==> src/rtl/wd_fault_logger.sv <==
// Watchdog fault logger: edge-detects watchdog fault and reset requests, timestamps fault
// events into a first-word-fall-through log, keeps saturating counters and a sticky
// safe-state request.
// Optional build macro WD_LOG_BROWNOUT_EN: brownout rising edges become logged events
// (code 3'b111), with a one-entry pending register for collisions with a WDFAIL event.
module wd_fault_logger #(
  parameter int unsigned DEPTH      = 8,
  parameter int unsigned SAFE_LIMIT = 4,
  parameter int unsigned TS_WIDTH   = 12
) (
  input  logic        CLK,
  input  logic        RST,
  input  logic        WDFAIL,
  input  logic [2:0]  FLSTAT,
  input  logic        RSTOUT,
  input  logic        BROWNOUT,
  input  logic        POP,
  input  logic        CLR,
  output logic [15:0] DOUT,
  output logic        EMPTY,
  output logic        FULL,
  output logic        OVF,
  output logic [7:0]  FLTCNT,
  output logic [3:0]  RSTCNT,
  output logic        SAFE
);

  localparam int unsigned PtrW     = $clog2(DEPTH);
  localparam int unsigned CntW     = PtrW + 1;
  localparam logic [7:0]  SafeLim  = SAFE_LIMIT[7:0];
  localparam logic [CntW-1:0] CntFull = CntW'(DEPTH);

  // Free-running timestamp and edge-detect history
  logic [TS_WIDTH-1:0] ts_q;
  logic                wdfail_q;
  logic                rstout_q;

  // Log storage and bookkeeping
  logic [15:0]         mem_q [DEPTH];
  logic [PtrW-1:0]     wr_ptr_q, wr_ptr_d;
  logic [PtrW-1:0]     rd_ptr_q, rd_ptr_d;
  logic [CntW-1:0]     cnt_q, cnt_d;
  logic                ovf_q, ovf_d;
  logic [7:0]          fltcnt_q, fltcnt_d;
  logic [3:0]          rstcnt_q, rstcnt_d;
  logic                safe_q, safe_d;

  logic                fault_evt;
  logic                rst_evt;
  logic                wr_req;
  logic [15:0]         wr_data;
  logic [1:0]          flt_inc;
  logic                pop_ok;
  logic                wr_ok;
  logic                mem_we;
  logic [8:0]          flt_sum;

  assign fault_evt = WDFAIL & ~wdfail_q;
  assign rst_evt   = RSTOUT & ~rstout_q;

`ifdef WD_LOG_BROWNOUT_EN
  logic brown_q;
  logic pend_q, pend_d;
  logic brown_evt;

  assign brown_evt = BROWNOUT & ~brown_q;

  // Pick the entry to write this cycle: WDFAIL first, then a parked brownout, then a new one
  always_comb begin
    wr_req  = fault_evt | pend_q | brown_evt;
    wr_data = {3'b111, 1'b1, ts_q[11:0]};
    if (fault_evt) begin
      wr_data = {FLSTAT, BROWNOUT, ts_q[11:0]};
    end
    // A brownout loses the slot to a WDFAIL event, or to an older parked brownout
    pend_d  = fault_evt ? (pend_q | brown_evt) : (pend_q & brown_evt);
    if (CLR) begin
      pend_d = 1'b0;
    end
    flt_inc = {1'b0, fault_evt} + {1'b0, brown_evt};
  end

  // Brownout edge history and pending-entry register
  always_ff @(posedge CLK) begin
    if (RST) begin
      brown_q <= 1'b0;
      pend_q  <= 1'b0;
    end else begin
      brown_q <= BROWNOUT;
      pend_q  <= pend_d;
    end
  end
`else
  // Only WDFAIL edges create entries; BROWNOUT is merely recorded in bit 12
  always_comb begin
    wr_req  = fault_evt;
    wr_data = {FLSTAT, BROWNOUT, ts_q[11:0]};
    flt_inc = {1'b0, fault_evt};
  end
`endif

  assign EMPTY  = (cnt_q == '0);
  assign FULL   = (cnt_q == CntFull);
  assign OVF    = ovf_q;
  assign FLTCNT = fltcnt_q;
  assign RSTCNT = rstcnt_q;
  assign SAFE   = safe_q;

  assign pop_ok  = POP & ~EMPTY;
  // A write into a full log only fits if the head leaves in the same cycle
  assign wr_ok   = wr_req & (~FULL | pop_ok);
  assign mem_we  = wr_ok & ~CLR;
  assign flt_sum = {1'b0, fltcnt_q} + {7'd0, flt_inc};

  // Head entry falls through from storage; masked to zero while empty
  always_comb begin
    DOUT = 16'h0000;
    if (!EMPTY) begin
      DOUT = mem_q[rd_ptr_q];
    end
  end

  // Next-state for pointers, occupancy, flags and counters
  always_comb begin
    wr_ptr_d = wr_ptr_q;
    rd_ptr_d = rd_ptr_q;
    cnt_d    = cnt_q;
    ovf_d    = ovf_q;
    fltcnt_d = flt_sum[8] ? 8'hFF : flt_sum[7:0];
    rstcnt_d = rstcnt_q;
    safe_d   = safe_q | (fltcnt_q >= SafeLim);

    if (wr_ok) begin
      wr_ptr_d = wr_ptr_q + PtrW'(1);
    end
    if (pop_ok) begin
      rd_ptr_d = rd_ptr_q + PtrW'(1);
    end
    unique case ({wr_ok, pop_ok})
      2'b10:   cnt_d = cnt_q + CntW'(1);
      2'b01:   cnt_d = cnt_q - CntW'(1);
      default: cnt_d = cnt_q;
    endcase
    if (wr_req && !wr_ok) begin
      ovf_d = 1'b1;
    end
    if (rst_evt && (rstcnt_q != 4'hF)) begin
      rstcnt_d = rstcnt_q + 4'd1;
    end

    // Clear wins over anything else happening this cycle
    if (CLR) begin
      wr_ptr_d = '0;
      rd_ptr_d = '0;
      cnt_d    = '0;
      ovf_d    = 1'b0;
      fltcnt_d = 8'h00;
      rstcnt_d = 4'h0;
      safe_d   = 1'b0;
    end
  end

  // Timestamp counter; only reset clears it
  always_ff @(posedge CLK) begin
    if (RST) begin
      ts_q <= '0;
    end else begin
      ts_q <= ts_q + TS_WIDTH'(1);
    end
  end

  // Control state; edge history keeps tracking inputs even during CLR
  always_ff @(posedge CLK) begin
    if (RST) begin
      wdfail_q <= 1'b0;
      rstout_q <= 1'b0;
      wr_ptr_q <= '0;
      rd_ptr_q <= '0;
      cnt_q    <= '0;
      ovf_q    <= 1'b0;
      fltcnt_q <= 8'h00;
      rstcnt_q <= 4'h0;
      safe_q   <= 1'b0;
    end else begin
      wdfail_q <= WDFAIL;
      rstout_q <= RSTOUT;
      wr_ptr_q <= wr_ptr_d;
      rd_ptr_q <= rd_ptr_d;
      cnt_q    <= cnt_d;
      ovf_q    <= ovf_d;
      fltcnt_q <= fltcnt_d;
      rstcnt_q <= rstcnt_d;
      safe_q   <= safe_d;
    end
  end

  // Log storage; stale contents are harmless since DOUT is masked when empty
  always_ff @(posedge CLK) begin
    if (!RST && mem_we) begin
      mem_q[wr_ptr_q] <= wr_data;
    end
  end

endmodule

==> config.mk <==
export PLATFORM = sky130hd
export DESIGN_NAME = wd_fault_logger
export DESIGN_NICKNAME = d
export VERILOG_FILES = /design/src/rtl/wd_fault_logger.sv
export SDC_FILE = /design/constraint.sdc
export NUM_CORES = 1
export LEC_CHECK = 0
export BUFFER_PORTS_ARGS = -buffer_cell sky130_fd_sc_hd__buf_2
export CAP_MARGIN = 0
export CORE_MARGIN = 5
export CORE_UTILIZATION = 57
export CTS_CLUSTER_SIZE = 16
export DETAILED_ROUTE_END_ITERATION = 7
export PLACE_DENSITY = 0.75
export SLEW_MARGIN = 5
export SYNTH_ARGS = -nofsm -noshare
export SYNTH_HDL_FRONTEND = slang
export SYNTH_SLANG_ARGS = --single-unit
==> constraint.sdc <==
create_clock -name CLK -period 10.52 [get_ports CLK]
set_input_delay 3.156 -clock CLK [delete_from_list [all_inputs] [get_ports CLK]]
set_output_delay 3.156 -clock CLK [all_outputs]
set_load 0.05 [all_outputs]
==> results.md, run 1 <==
- Post-Syn Nets: 430
- Final-report max-slew violation count: 0
- Clock Sinks: 169
- Post-CTS setup buffer count: 0
- Core area: 11500 um^2
- WL final: 12200 um
- Pwr Total: 1420 uW
- DRC: 0
- DR iter-0 viols: 355
- Hold Path End: OVF$_SDFFE_PP0P_
- Startpoint Class: flop
- P&R area growth vs syn: 15.4%
- N_diodes: 0
- Crit path max fanout: 20
- Sum of buffers and inverters on the critical path: 2
- Setup violators final: 0
- FF/Latch Area: 4670 um^2
- Fin crit period: 5760 ps
- ANT nets after route: 0
- Type of the worst setup path: reg -> out
- Unique masters post-synth: 43
- WP data arrival: 2600 ps
- Pleak: 0.00267 uW
- Dominant synthesized flop cell: edfxtp_1
- Synth top cells by count: 128 x edfxtp_1, 47 x nor2_1, 41 x dfxtp_1, 32 x mux4_2, 21 x mux2i_1
- Final period util: 0.547
- Post-DP HPWL: 7410 um
- Top cells by area, synth: edfxtp_1 57%, dfxtp_1 12%, mux4_2 11%
- Initial antenna violation count: 0
- Die footprint: 14000 um^2
- Hold Path Stages: 2
- Largest net degree at the start of global routing: 33
- CP top delay family: multiplexers
- Clock Tree Root: clkbuf_16
- Hold Crit Class: reg -> reg
- Setup TNS: 0 ps
- H-tree depth: 4
- Most frequent cell after synthesis: edfxtp_1
- Clock Latency Late Sink: 420 ps
- Cts repair resizes: 0
- Number of fill cells: 789
- WL/cell: 19.8 um
- Min-delay src: OVF$_SDFFE_PP0P_
- FF-to-FF End: cnt_q[3]$_SDFFE_PP0P_
- Total gr overflow: 0
- Post-Synthesis Cells: 411
- Run status: finished clean
- Relative slew margins: 0.221
- Area leader, netlist: edfxtp_1
- R2R setup slack: 8060 ps
- Total Routing Usage GR: 0.186
- Hold Buf Count CTS: 0
- Fmax: 174 MHz
- MaxCap Viol Count: 0
- Die X: 118 um
- Syn. warnings: 0
- Worst slew pin tran: 1170 ps
- Initial core utilization: 0.584
- Vias in the first global route: 3694
- Critical path endpoint category: output port
- Core Rows: 39
- Post-synth EDFFs: 128
- RD Place Congestion: 0.754
- Worst Skew: 5.81 ps
- Via count: 3603
- PD cells: 184 nW/um^2
- Drt pass-1 iters: 4
- Final hold vios: 0
- Worst endpoint required time: 7360 ps
- Clock transition at path regs: 60 ps
- Post-synthesis sequential area ratio: 0.696
- Critical path, cell by cell: buf_4 -> mux4_2 -> mux2i_1 -> nor2_1 -> buf_2
- CP peak stage delay: 610 ps
- Async S/R FF share, synth: 0
- Synth top area share: 0.574
- PortBufs: 41
- First-pass GRT wire length: 20000 um
- Worst path slowest cell: dfxtp_2
- CTS tree: built
- VDD IR max: 0.000161 V
- CTS buffer count: 17
- Area of the multi-input gates: 1940 um^2
- Nets: 482
- Mapped cell area: 6700 um^2
- Unrepaired setup endpoints after global routing: no
- IO Count: 42
- Flops & latches, synth: 169
- DR vias/cell: 5.82
- Worst reg-to-reg path cell count: 8
- Layout cells sized above 1: 0.261
- Syn avg cell area: 16.3 um^2
- RR Startpoint: cnt_q[3]$_SDFFE_PP0P_
- Die H: 118 um
- CTS max path bufs: 2
## worst max path at each step
stage,startpoint,to,slack (ps),depth (start not counted)
6_report,flop,DOUT[6],4760,5
5_1_grt,flop,DOUT[6],4490,5
4_1_cts,flop,DOUT[9],4650,5
3_5_place_dp,flop,DOUT[9],5130,5
3_3_place_gp,flop,DOUT[9],5150,5
2_1_floorplan,WDFAIL,mem_q[0][0]$_DFFE_PP_,4970,5
## placed cells by master, fill, tap and decap left out, drive strengths merged, types with 5 or more instances in the layout
| cell | n |
|---|---|
| a21oi | 12 |
| buf | 52 |
| clkbuf | 17 |
| clkinv | 8 |
| dfxtp | 41 |
| edfxtp | 128 |
| ha | 8 |
| inv | 11 |
| mux2i | 21 |
| mux4 | 32 |
| nand2 | 7 |
| nand3 | 10 |
| nor2 | 47 |
| nor3 | 8 |
| nor4 | 5 |
| o21ai | 6 |
| xnor2 | 11 |
| xor2 | 8 |
## worst min-delay path, stage by stage, from the launching register on
cell and delay (ps):
dfxtp_1 340, a21oi_1 50, nor2_1 70
## power breakdown
part / internal, uW / switching (uW)
combinational: 16.9 / 34.5
sequential: 717 / 6.54
clock: 398 / 247
total: 1130 / 288
## metal layers
metal	global-route usage	vias to the layer above	wire length (um)
li1	-	1681	-
met1	0.251	1788	5180
met2	0.296	122	6130
met3	0.0530	12	809
met4	0.0595	0	114
met5	0	-	0
## cell type report
| class | count | area share |
|---|---|---|
| tap | 143 | 0.0231 |
| clock inverter | 15 | 0.0260 |
| timing repair buffer | 52 | 0.0372 |
| clock buffer | 17 | 0.0550 |
| multi-input combinational | 213 | 0.251 |
| inverter | 10 | 0.00485 |
| sequential | 169 | 0.603 |
## cell families after synthesis
group | Yosys count | synth area share
AO/OA/AOI/OAI | 29 | 0.0299
XOR/XNOR | 19 | 0.0248
adder cells (fa/ha/maj) | 9 | 0.0179
buffers and inverters | 29 | 0.0174
flip-flops | 169 | 0.696
multiplexers | 53 | 0.139
AND/OR/NAND/NOR | 103 | 0.0751
## stage by stage
step           area, um^2   util  worst slack, ps  hold slack (ps)  cells
4_1_cts              7740  0.675             4650              496    619
6_report             7740  0.675             4760              489    619
5_1_grt              7740  0.675             4490              520    619
2_1_floorplan        6700      -             4970              490    411
3_3_place_gp         7110  0.620             5150              472    587
3_5_place_dp         7110  0.620             5130              481    587
## sequential cells by signal, indices dropped and copies added, names as in the netlist, named ones only
signal    count
OVF           1
cnt_q         4
rstout_q      1
RSTCNT        4
wdfail_q      1
wr_ptr_q      3
rd_ptr_q      3
ts_q         12
SAFE          1
FLTCNT        8
mem_q       128
(Power assumes the default switching activity.)
==> run 2: changes to the inputs <==
ABC_AREA = 1   (was default)
CORE_UTILIZATION = 54   (was 57)
PLACE_DENSITY = 0.74   (was 0.75)
clock period = 4.6 ns   (was 10.52 ns; I/O delays follow)
==> run 2 against run 1 <==
Largest cell class unchanged; via count is 27% higher; synthesized cell count is 46% higher; worst hold slack worse by 26 ps; sequential cell count stayed put; critical path depth is 3 higher; clock power is 120% higher; critical endpoint unchanged; largest power group unchanged; first-iteration DRC count is 13% higher.
==> results.md, run 2 <==
- Flops & latches, synth: 169 (unchanged)
- Layout cells sized above 1: 0.165 (was 0.261)
- Fin crit period: 4010 ps
- Post-synth EDFFs: 128 (unchanged)
- Setup violators final: 0 (unchanged)
- Hold Path Stages: 2 (unchanged)
- Mapped cell area: 6930 um^2 (was 6700 um^2)
- RD Place Congestion: 0.779 (was 0.754)
- Cts repair resizes: 0 (unchanged)
- Synth top area share: 0.555 (was 0.574)
- H-tree depth: 4 (unchanged)
- Min-delay src: rd_ptr_q[2]$_SDFFE_PP0P_ (was OVF$_SDFFE_PP0P_)
- Most common cell after layout, fill and taps aside: nor2_1 (was edfxtp_1)
- CP peak stage delay: 700 ps (was 610 ps)
- N_diodes: 0 (unchanged)
- RR Startpoint: cnt_q[0]$_SDFFE_PP0P_ (was cnt_q[3]$_SDFFE_PP0P_)
- Async S/R FF share, synth: 0 (unchanged)
- Final hold vios: 0 (unchanged)
- Max reg flops: 128 (unchanged)
- Fin cells: 832 (was 619)
- Initial antenna violation count: 0 (unchanged)
- Critical path, cell by cell: buf_4 -> nor2_1 -> nor2_1 -> o21ai_1 -> o21ai_0 -> o21ai_0 -> nor2_1 -> buf_2 (was buf_4 -> mux4_2 -> mux2i_1 -> nor2_1 -> buf_2)
- WL/cell: 16.6 um (was 19.8 um)
- Die footprint: 15200 um^2 (was 14000 um^2)
- Pleak: 0.00281 uW (was 0.00267 uW)
- Final-report max-slew violation count: 0 (unchanged)
- Switching part of the total: 0.230 (was 0.203)
- Type of the worst setup path: reg -> out (unchanged)
- Place WS: 1040 ps (was 5130 ps)
- Core Rows: 41 (was 39)
- Die X: 123 um (was 118 um)
- Post-DP HPWL: 8160 um (was 7410 um)
- PortBufs: 41 (unchanged)
- IO Count: 42 (unchanged)
- WL final: 13800 um (was 12200 um)
- Synth top cells by count: 129 x nor2_1, 128 x edfxtp_1, 74 x o21ai_0, 41 x dfxtp_1, 30 x inv_1 (was 128 x edfxtp_1, 47 x nor2_1, 41 x dfxtp_1, 32 x mux4_2, 21 x mux2i_1)
- Hold Buf Count CTS: 0 (unchanged)
- CTS max path bufs: 2 (unchanged)
- DR vias/cell: 5.50 (was 5.82)
- Hold Crit Class: reg -> reg (unchanged)
- Post-synthesis sequential area ratio: 0.674 (was 0.696)
- ANT nets after route: 0 (unchanged)
- Syn avg cell area: 11.5 um^2 (was 16.3 um^2)
- Relative slew margins: 0.411 (was 0.221)
- Placed insts: 800 (was 587)
- Dominant synthesized flop cell: edfxtp_1 (unchanged)
- Nets: 666 (was 482)
- Layer with the highest usage: met2 (unchanged)
- Seq pwr share: 0.508 (was 0.510)
- Run status: finished clean (unchanged)
- Largest net degree at the start of global routing: 49 (was 33)
- Die H: 123 um (was 118 um)
- Most flop-heavy register: mem_q (unchanged)
- R2R setup slack: 2510 ps (was 8060 ps)
- Top cells by area, synth: edfxtp_1 56%, dfxtp_1 12%, nor2_1 7.0% (was edfxtp_1 57%, dfxtp_1 12%, mux4_2 11%)
- WP data arrival: 2630 ps (was 2600 ps)
- Worst path slowest cell: dfxtp_2 (unchanged)
- Most frequent cells in the layout: 129 x nor2_1, 128 x edfxtp_1, 74 x o21ai_0 (was 128 x edfxtp_1, 47 x nor2_1, 41 x buf_2)
- Worst reg-to-reg path cell count: 13 (was 8)
- Clock Latency Late Sink: 420 ps (about the same)
- PD cells: 416 nW/um^2 (was 184 nW/um^2)
- CTS tree: built (unchanged)
- Fmax: 250 MHz
- Crit path max fanout: 39 (was 20)
- FF-to-FF End: cnt_q[3]$_SDFFE_PP0P_ (unchanged)
- Startpoint Class: flop (unchanged)
- Most frequent cell on the critical path: nor2_1
- CTS buffer count: 17 (unchanged)
- Clock group share of total power: 0.423 (was 0.454)
- Post-Synthesis Cells: 601 (was 411)
- VDD IR max: 0.000203 V (was 0.000161 V)
- Most frequent cell after synthesis: nor2_1 (was edfxtp_1)
- Unrepaired setup endpoints after global routing: no (unchanged)
- Finished Cell Area: 7870 um^2 (was 7740 um^2)
- Met3 usage: 0.0416 (was 0.0530)
- Total gr overflow: 0 (unchanged)
- Internal power: 2520 uW (was 1130 uW)
- Area after DPL: 7290 um^2 (was 7110 um^2)
- Worst slew pin tran: 882 ps (was 1170 ps)
- Initial core utilization: 0.549 (was 0.584)
- Worst endpoint required time: 3220 ps (was 7360 ps)
- Via count: 4578 (was 3603)
- Switching power: 752 uW (was 288 uW)
- Unique masters post-synth: 38 (was 43)
- MaxCap Viol Count: 0 (unchanged)
- Worst Skew: 7.41 ps (was 5.81 ps)
- Hold Path End: rd_ptr_q[2]$_SDFFE_PP0P_ (was OVF$_SDFFE_PP0P_)
- Post-Syn Nets: 620 (was 430)
- Core area: 12600 um^2 (was 11500 um^2)
- Clock Tree Root: clkbuf_16 (unchanged)
- Setup TNS: 0 ps (unchanged)
- Final WS setup: 593 ps (was 4760 ps)
- Met1 GRT Util: 0.246 (was 0.251)
- Total Routing Usage GR: 0.193 (was 0.186)
- First-pass GRT wire length: 22100 um (was 20000 um)
- Post-CTS setup buffer count: 0 (unchanged)
- P&R area growth vs syn: 13.7% (was 15.4%)
- Clock Sinks: 169 (unchanged)
- DR iter-0 viols: 402 (was 355)
- Drt pass-1 iters: 5 (was 4)
- CP top delay family: buffers and inverters (was multiplexers)
- DRC: 0 (unchanged)
- Final period util: 0.871
- GR Util met2: 0.320 (was 0.296)
- Clock transition at path regs: 60 ps (about the same)
- Syn. warnings: 0 (unchanged)
- Sum of buffers and inverters on the critical path: 2 (unchanged)
- Comb power frac: 0.069 (was 0.036)
- Area leader, netlist: edfxtp_1 (unchanged)
- Critical path endpoint category: output port (unchanged)
- Vias in the first global route: 4424 (was 3694)
-- run 2: power groups by stage --
stage	registers [uW]	logic [uW]	clock network [uW]
final	1660	225	1390
after CTS	1660	226	1410
after global routing	1660	245	1480
after global placement	1690	217	0
after detailed placement	1690	224	0
after floorplan	1690	173	0
-- run 2: layout make-up --
class                      instances  area, um^2
sequential                       169        4670
timing repair buffer              52         288
inverter                          35         131
clock buffer                      19         443
multi-input combinational        372        1990
fill                            1001        4750
clock inverter                    13         143
tap                              172         215
-- run 2: routing by layer --
metal,vias up,part of all wire
met1,2213,0.43
met3,22,0.050
met2,122,0.51
li1,2221,-
met5,-,0
met4,0,0.016
-- run 2: cells by family after synthesis --
kind of cell             Yosys count  share of synthesized area
AO/OA/AOI/OAI                    139                      0.106
XOR/XNOR                           6                    0.00759
adder cells (fa/ha/maj)            9                     0.0173
buffers and inverters             60                     0.0397
flip-flops                       169                      0.674
multiplexers                      16                     0.0231
AND/OR/NAND/NOR                  202                      0.133
-- run 2: worst max-delay path by stage --
stage | start | endpoint | slack, ps | depth (start not counted)
floorplan | flop | DOUT[10] | 1590 | 8
global placement | flop | DOUT[4] | 1130 | 8
detailed placement | flop | DOUT[6] | 1040 | 6
CTS | flop | DOUT[6] | 580 | 6
global route | flop | DOUT[6] | 420 | 8
finish | flop | DOUT[6] | 590 | 8
-- run 2: stage by stage --
step	hold WS, ps	total power (uW)	util
floorplan	433	1860	-
finish	463	3270	0.624
global route	506	3390	0.624
global placement	441	1910	0.577
detailed placement	456	1920	0.577
CTS	466	3290	0.624
-- run 2: tightest hold or removal path: cells and delay by family (launching register included) --
family,cells,cell delay (ps)
flops,1,310
compound gates,1,60
buf+inv,1,50
